`config.mk`:
```
export PLATFORM = sky130hd
export DESIGN_NAME = nibble_parity_sequencer
export DESIGN_NICKNAME = d
export VERILOG_FILES = /design/src/rtl/nibble_parity_sequencer.sv
export SDC_FILE = /design/constraint.sdc
export NUM_CORES = 1
export LEC_CHECK = 0
export CAP_MARGIN = 30
export CORE_MARGIN = 2
export CORE_UTILIZATION = 49
export DETAILED_ROUTE_END_ITERATION = 7
export GPL_ROUTABILITY_DRIVEN = 0
export HOLD_SLACK_MARGIN = 0.05
export PLACE_DENSITY_LB_ADDON = 0.08
export SLEW_MARGIN = 20
export SYNTH_ARGS = -nofsm -noshare
export SYNTH_HDL_FRONTEND = slang
export SYNTH_SLANG_ARGS = --single-unit
```
`constraint.sdc`:
```
create_clock -name clk -period 1.9 [get_ports clk]
set_clock_uncertainty 0.1 [all_clocks]
set_input_delay 0.285 -clock clk [delete_from_list [all_inputs] [get_ports clk]]
set_output_delay 0.285 -clock clk [all_outputs]
set_load 0.01 [all_outputs]
```
`src/rtl/nibble_parity_sequencer.sv`:
```
// nibble_parity_sequencer
// Computes the parity of a NIBBLES*4-bit word with a single shared 4-input XOR
// that visits one nibble per clock, LSB nibble first. The result is then
// compared against a captured expected parity bit.
//
// state | meaning
// ------+----------------------------------------------------------------
// IDLE  | waiting for start; din/exp_par are captured on the accepting edge
// SCAN  | folding one nibble per edge into acc; nib_idx tracks the nibble
// DONE  | one-cycle done pulse; parity/err are valid
module nibble_parity_sequencer #(
  parameter int NIBBLES = 4,
  parameter bit ODD     = 1'b0
) (
  input  logic                 clk,
  input  logic                 rst,
  input  logic                 start,
  input  logic [4*NIBBLES-1:0] din,
  input  logic                 exp_par,
  output logic                 busy,
  output logic                 done,
  output logic                 parity,
  output logic                 err,
  output logic [2:0]           nib_idx
);

  typedef enum logic [1:0] {
    IDLE = 2'd0,
    SCAN = 2'd1,
    DONE = 2'd2
  } state_t;

  localparam logic [2:0] LAST_IDX = 3'(NIBBLES - 1);

  state_t               state;
  state_t               state_nx;
  logic [4*NIBBLES-1:0] sr;
  logic                 acc;
  logic                 exp_q;
  logic                 fold;
  logic                 last_nib;

  // The one shared 4-input XOR, applied to whichever nibble sits at the bottom of sr
  assign fold     = sr[3] ^ sr[2] ^ sr[1] ^ sr[0];
  assign last_nib = (nib_idx == LAST_IDX);

  // State register
  always_ff @(posedge clk) begin
    if (rst) begin
      state <= IDLE;
    end else begin
      state <= state_nx;
    end
  end

  // Next-state decode
  always_comb begin
    state_nx = state;
    case (state)
      IDLE:    if (start) state_nx = SCAN;
      SCAN:    if (last_nib) state_nx = DONE;
      DONE:    state_nx = IDLE;
      default: state_nx = IDLE;
    endcase
  end

  // Status outputs decoded from the registered state
  always_comb begin
    busy = 1'b0;
    done = 1'b0;
    case (state)
      SCAN:    busy = 1'b1;
      DONE: begin
        busy = 1'b1;
        done = 1'b1;
      end
      default: begin
        busy = 1'b0;
        done = 1'b0;
      end
    endcase
  end

  // Datapath: capture, nibble-serial accumulate, and result registers
  always_ff @(posedge clk) begin
    if (rst) begin
      sr      <= '0;
      acc     <= 1'b0;
      exp_q   <= 1'b0;
      nib_idx <= 3'd0;
      parity  <= 1'b0;
      err     <= 1'b0;
    end else begin
      case (state)
        IDLE: begin
          if (start) begin
            sr      <= din;
            exp_q   <= exp_par;
            acc     <= ODD;
            nib_idx <= 3'd0;
          end
        end
        SCAN: begin
          acc <= acc ^ fold;
          sr  <= sr >> 4;
          if (last_nib) begin
            // The final nibble is folded straight into the result registers
            parity  <= acc ^ fold;
            err     <= acc ^ fold ^ exp_q;
            nib_idx <= 3'd0;
          end else begin
            nib_idx <= nib_idx + 3'd1;
          end
        end
        default: begin
        end
      endcase
    end
  end

endmodule
```
==> impl_metrics.toml <==
[global_route]
grt_max_degree = 26
track_usage_pct = 19.8
grt_antenna_before_repair = 0
first_global_vias = 965
global_route_wire_length_before_repair_um = 4110
grt_overflow_total = 0

[floorplanning]
core_area_mm2 = 0.00243
die-width_um = 54
io_pins = 27
initial_standard_cell_utilization_of_the_core_pct = 50.4
die_height_um = 54
std_cell_rows = 18
die_area_mm2 = 0.00292

[pwr]
power_frac_seq_pct = 45.1
p_sw_mw = 0.477
p_int_mw = 0.945
share_clk_of_total_power_pct = 18.6
power.ir.vdd_worst_mv = 0.792
static-leakage-power_nw = 0.638
power.density_cell_area_mw_per_mm2 = 902
power_switching_share_pct = 33.6
totalPowerFinal_mw = 1.42
combinationalPowerShare_pct = 36.3

[cts]
cts_max_level = 1
clk_pin_slew_worst_paths_ns = 0.14
ctsRootBufferMaster = "clkbuf_4"
cts_tree = "built"
clock_latency_ns = 0.33
total_cts_buffers = 3
clock_sinks = 25
hold_buffers = 0
cts.path.max_buffers = 2

[setup_path]
worst-endpoint-required_ns = 1.51
worst_r2r_path_depth = 6
critical_path.startpoint_type = "flip-flop"
worst_ep_arrival_time_ns = 1.31
worst_r2r_startpoint = "state[0]$_SDFFE_PP0P_"
critical_path.endpoint_type = "output pin"
critical_path.reg2reg.endpoint = "nib_idx[0]$_SDFFE_PP0P_"
worst_path_max_delay_cell = "dfxtp_2"
critical_path_cell_by_cell = "inv_1, ha_1, dlygate4sd2_1"
r2r_setup_slack_ns = 0.27
worstSetupPathType = "reg2out"
crit_fanout = 3
slowest_delay_ns = 0.36

[worst_hold_path]
hold_path.class = "reg2reg"
worst_case_hold_path_end_point = "sr[15]$_SDFFE_PP0P_"
min_path_cells = 2
hold_start = "sr[15]$_SDFFE_PP0P_"

[yosys]
synth-warning-count = 0
postSynthCellCount = 129
synth.yosys.seq_area_share_pct = 40.9
avgSynthCellArea_um2 = 9.50
synth_area_mm2 = 0.00122
synth.ff_latch_count = 25
mappedNetlistNets = 153
synthDistinctLibCells = 28

[routing]
vias_per_cell = 5.27
final_routed_drc_violation_total = 0
drt_first_pass_iters = 4
routed_wl_um = 2490
wire_per_inst_um = 13.2
vias = 996
number_of_nets_with_antenna_violations_after_routing = 0
first_iter_violations = 15

[final_layout]
area_delta_synth_final_pct = 28.8
drive_above_1_share_pct = 11.9
antennaDiodeCount = 0
finish.net_count = 184

[placed_design]
port-buffer-count = 26
dpl.hpwl_um = 1930

[timing]
finalSetupViolCount = 0
timing_worst_slew_pin_value_ns = 0.366
report.final.hold_viol_count = 0
final_number_of_max_transition_violations = 0
layout_min_cycle_time_ns = 1.69
slew_headroom_pct = 75.4
highest_clock_rate_ghz = 0.590
rsz_0062_raised_after_global_routing = "no"
finalSetupTns_ns = 0
layout_worst_path_cycle_share_pct = 89.2

[outcome]
run_status = "finished, final reports clean"

[flow_run]
maxCapViolations = 0
logic make-up (layout without fill, tap and decap cells):
logic type	after synthesis	in the layout	synth area share, %
fa+ha+maj	4	4	4.09
buf+inv	13	43	4.80
xor+xnor	4	4	5.21
mux	14	14	11.8
compound gates	32	32	18.4
simple gates	37	37	14.8
flops	25	25	40.9
layer usage:
metal	vias up	global-route usage [%]	share of wire [%]
met1	451	23.2	46
met3	4	4.17	3.9
met4	0	7.50	1.4
met5	-	0	0
met2	21	35.2	48
li1	520	-	-
power groups by stage:
stage                     Combinational, mW  Clock, mW  Sequential, mW
after global placement                0.502          0           0.649
after global routing                  0.566      0.297           0.650
final                                 0.516      0.265           0.642
after floorplan                       0.375          0           0.642
after detailed placement              0.520          0           0.654
after CTS                             0.523      0.275           0.643
state kept, by name, summed over array words and instances, names as in the netlist:
signal   count
sr          16
err          1
state        2
parity       1
nib_idx      3
acc          1
exp_q        1
layout by cell type (no fill, tap or decap):
cell type	instances
mux2i_1	13
buf_4	8
xnor3_1	1
clkdlybuf4s50_1	24
o41ai_2	1
and3_1	4
dlymetal6s2s_1	1
nor2_1	12
nand2b_1	2
mux2_4	1
o221a_2	1
inv_6	1
nand2_1	8
clkbuf_4	3
dlygate4sd2_1	1
nand4_1	2
xor3_1	1
o31ai_2	1
a21oi_1	10
a211oi_1	13
nand3_1	3
nand3b_1	1
xnor2_1	2
dfxtp_1	23
dfxtp_2	2
nor2b_1	4
a21bo_2	1
o21ai_0	4
ha_1	4
nand4b_1	1
o21a_1	1
inv_1	5
layout make-up:
cell class / count / area, um2
multi-input combinational: 91 / 666
sequential: 25 / 503
fill: 220 / 855
clock inverter: 1 / 8.76
inverter: 5 / 18.8
clock buffer: 3 / 22.5
tap: 30 / 37.5
timing repair buffer: 34 / 322
per-stage QoR:
| stage | util, % | instances | area [um2] | hold slack, ns | worst slack [ns] |
|---|---|---|---|---|---|
| finish | 64.9 | 189 | 1580 | 0.368 | 0.206 |
| global route | 64.9 | 189 | 1580 | 0.392 | 0.139 |
| CTS | 64.8 | 189 | 1580 | 0.375 | 0.0331 |
| detailed placement | 63.1 | 184 | 1540 | 0.354 | 0.222 |
| global placement | 63.1 | 184 | 1540 | 0.342 | 0.263 |
| floorplan | - | 129 | 1220 | 0.285 | 0.428 |
worst max path at each step:
stage	startpoint	endpoint	slack, ns	cells after the start
finish	state[0]$_SDFFE_PP0P_	busy	0.21	3
global route	state[0]$_SDFFE_PP0P_	sr[15]$_SDFFE_PP0P_	0.14	6
CTS	state[1]$_SDFFE_PP0P_	done	0.03	3
detailed placement	start	sr[14]$_SDFFE_PP0P_	0.22	6
global placement	start	nib_idx[2]$_SDFFE_PP0P_	0.26	4
floorplan	state[0]$_SDFFE_PP0P_	sr[10]$_SDFFE_PP0P_	0.43	5
synthesized netlist by cell type:
library cell	number	area share, %
nand4_1	2	1.0
nand2b_1	2	1.0
nand3_1	3	1.2
xnor3_1	1	1.8
xnor2_1	2	1.4
o21ai_0	4	1.6
buf_4	1	0.61
mux2_4	1	1.2
o31ai_2	1	1.0
and3_1	4	2.0
buf_2	5	2.0
o21a_1	1	0.61
clkbuf_1	2	0.61
o41ai_2	1	1.3
nand4b_1	1	0.72
a211oi_1	13	8.0
nor2_1	12	3.7
a21oi_1	10	4.1
o221a_2	1	0.92
a21bo_2	1	0.82
ha_1	4	4.1
dfxtp_1	25	41
nor2b_1	4	2.0
xor3_1	1	1.9
mux2i_1	13	11
nand3b_1	1	0.61
inv_1	5	1.5
nand2_1	8	2.5
what timing repair did:
action,CTS,global route
gates resized for setup,3,1
buffers inserted,1,0
setup endpoints to repair,1,1
pin swaps,0,0
critical path: cells and delay by family, from the launching register on:
kind	cells	cell delay, ns
adders and majority gates	1	0.28
buffers and inverters	2	0.35
DFF	1	0.36
No activity file was read; power rests on OpenSTA's default activity.
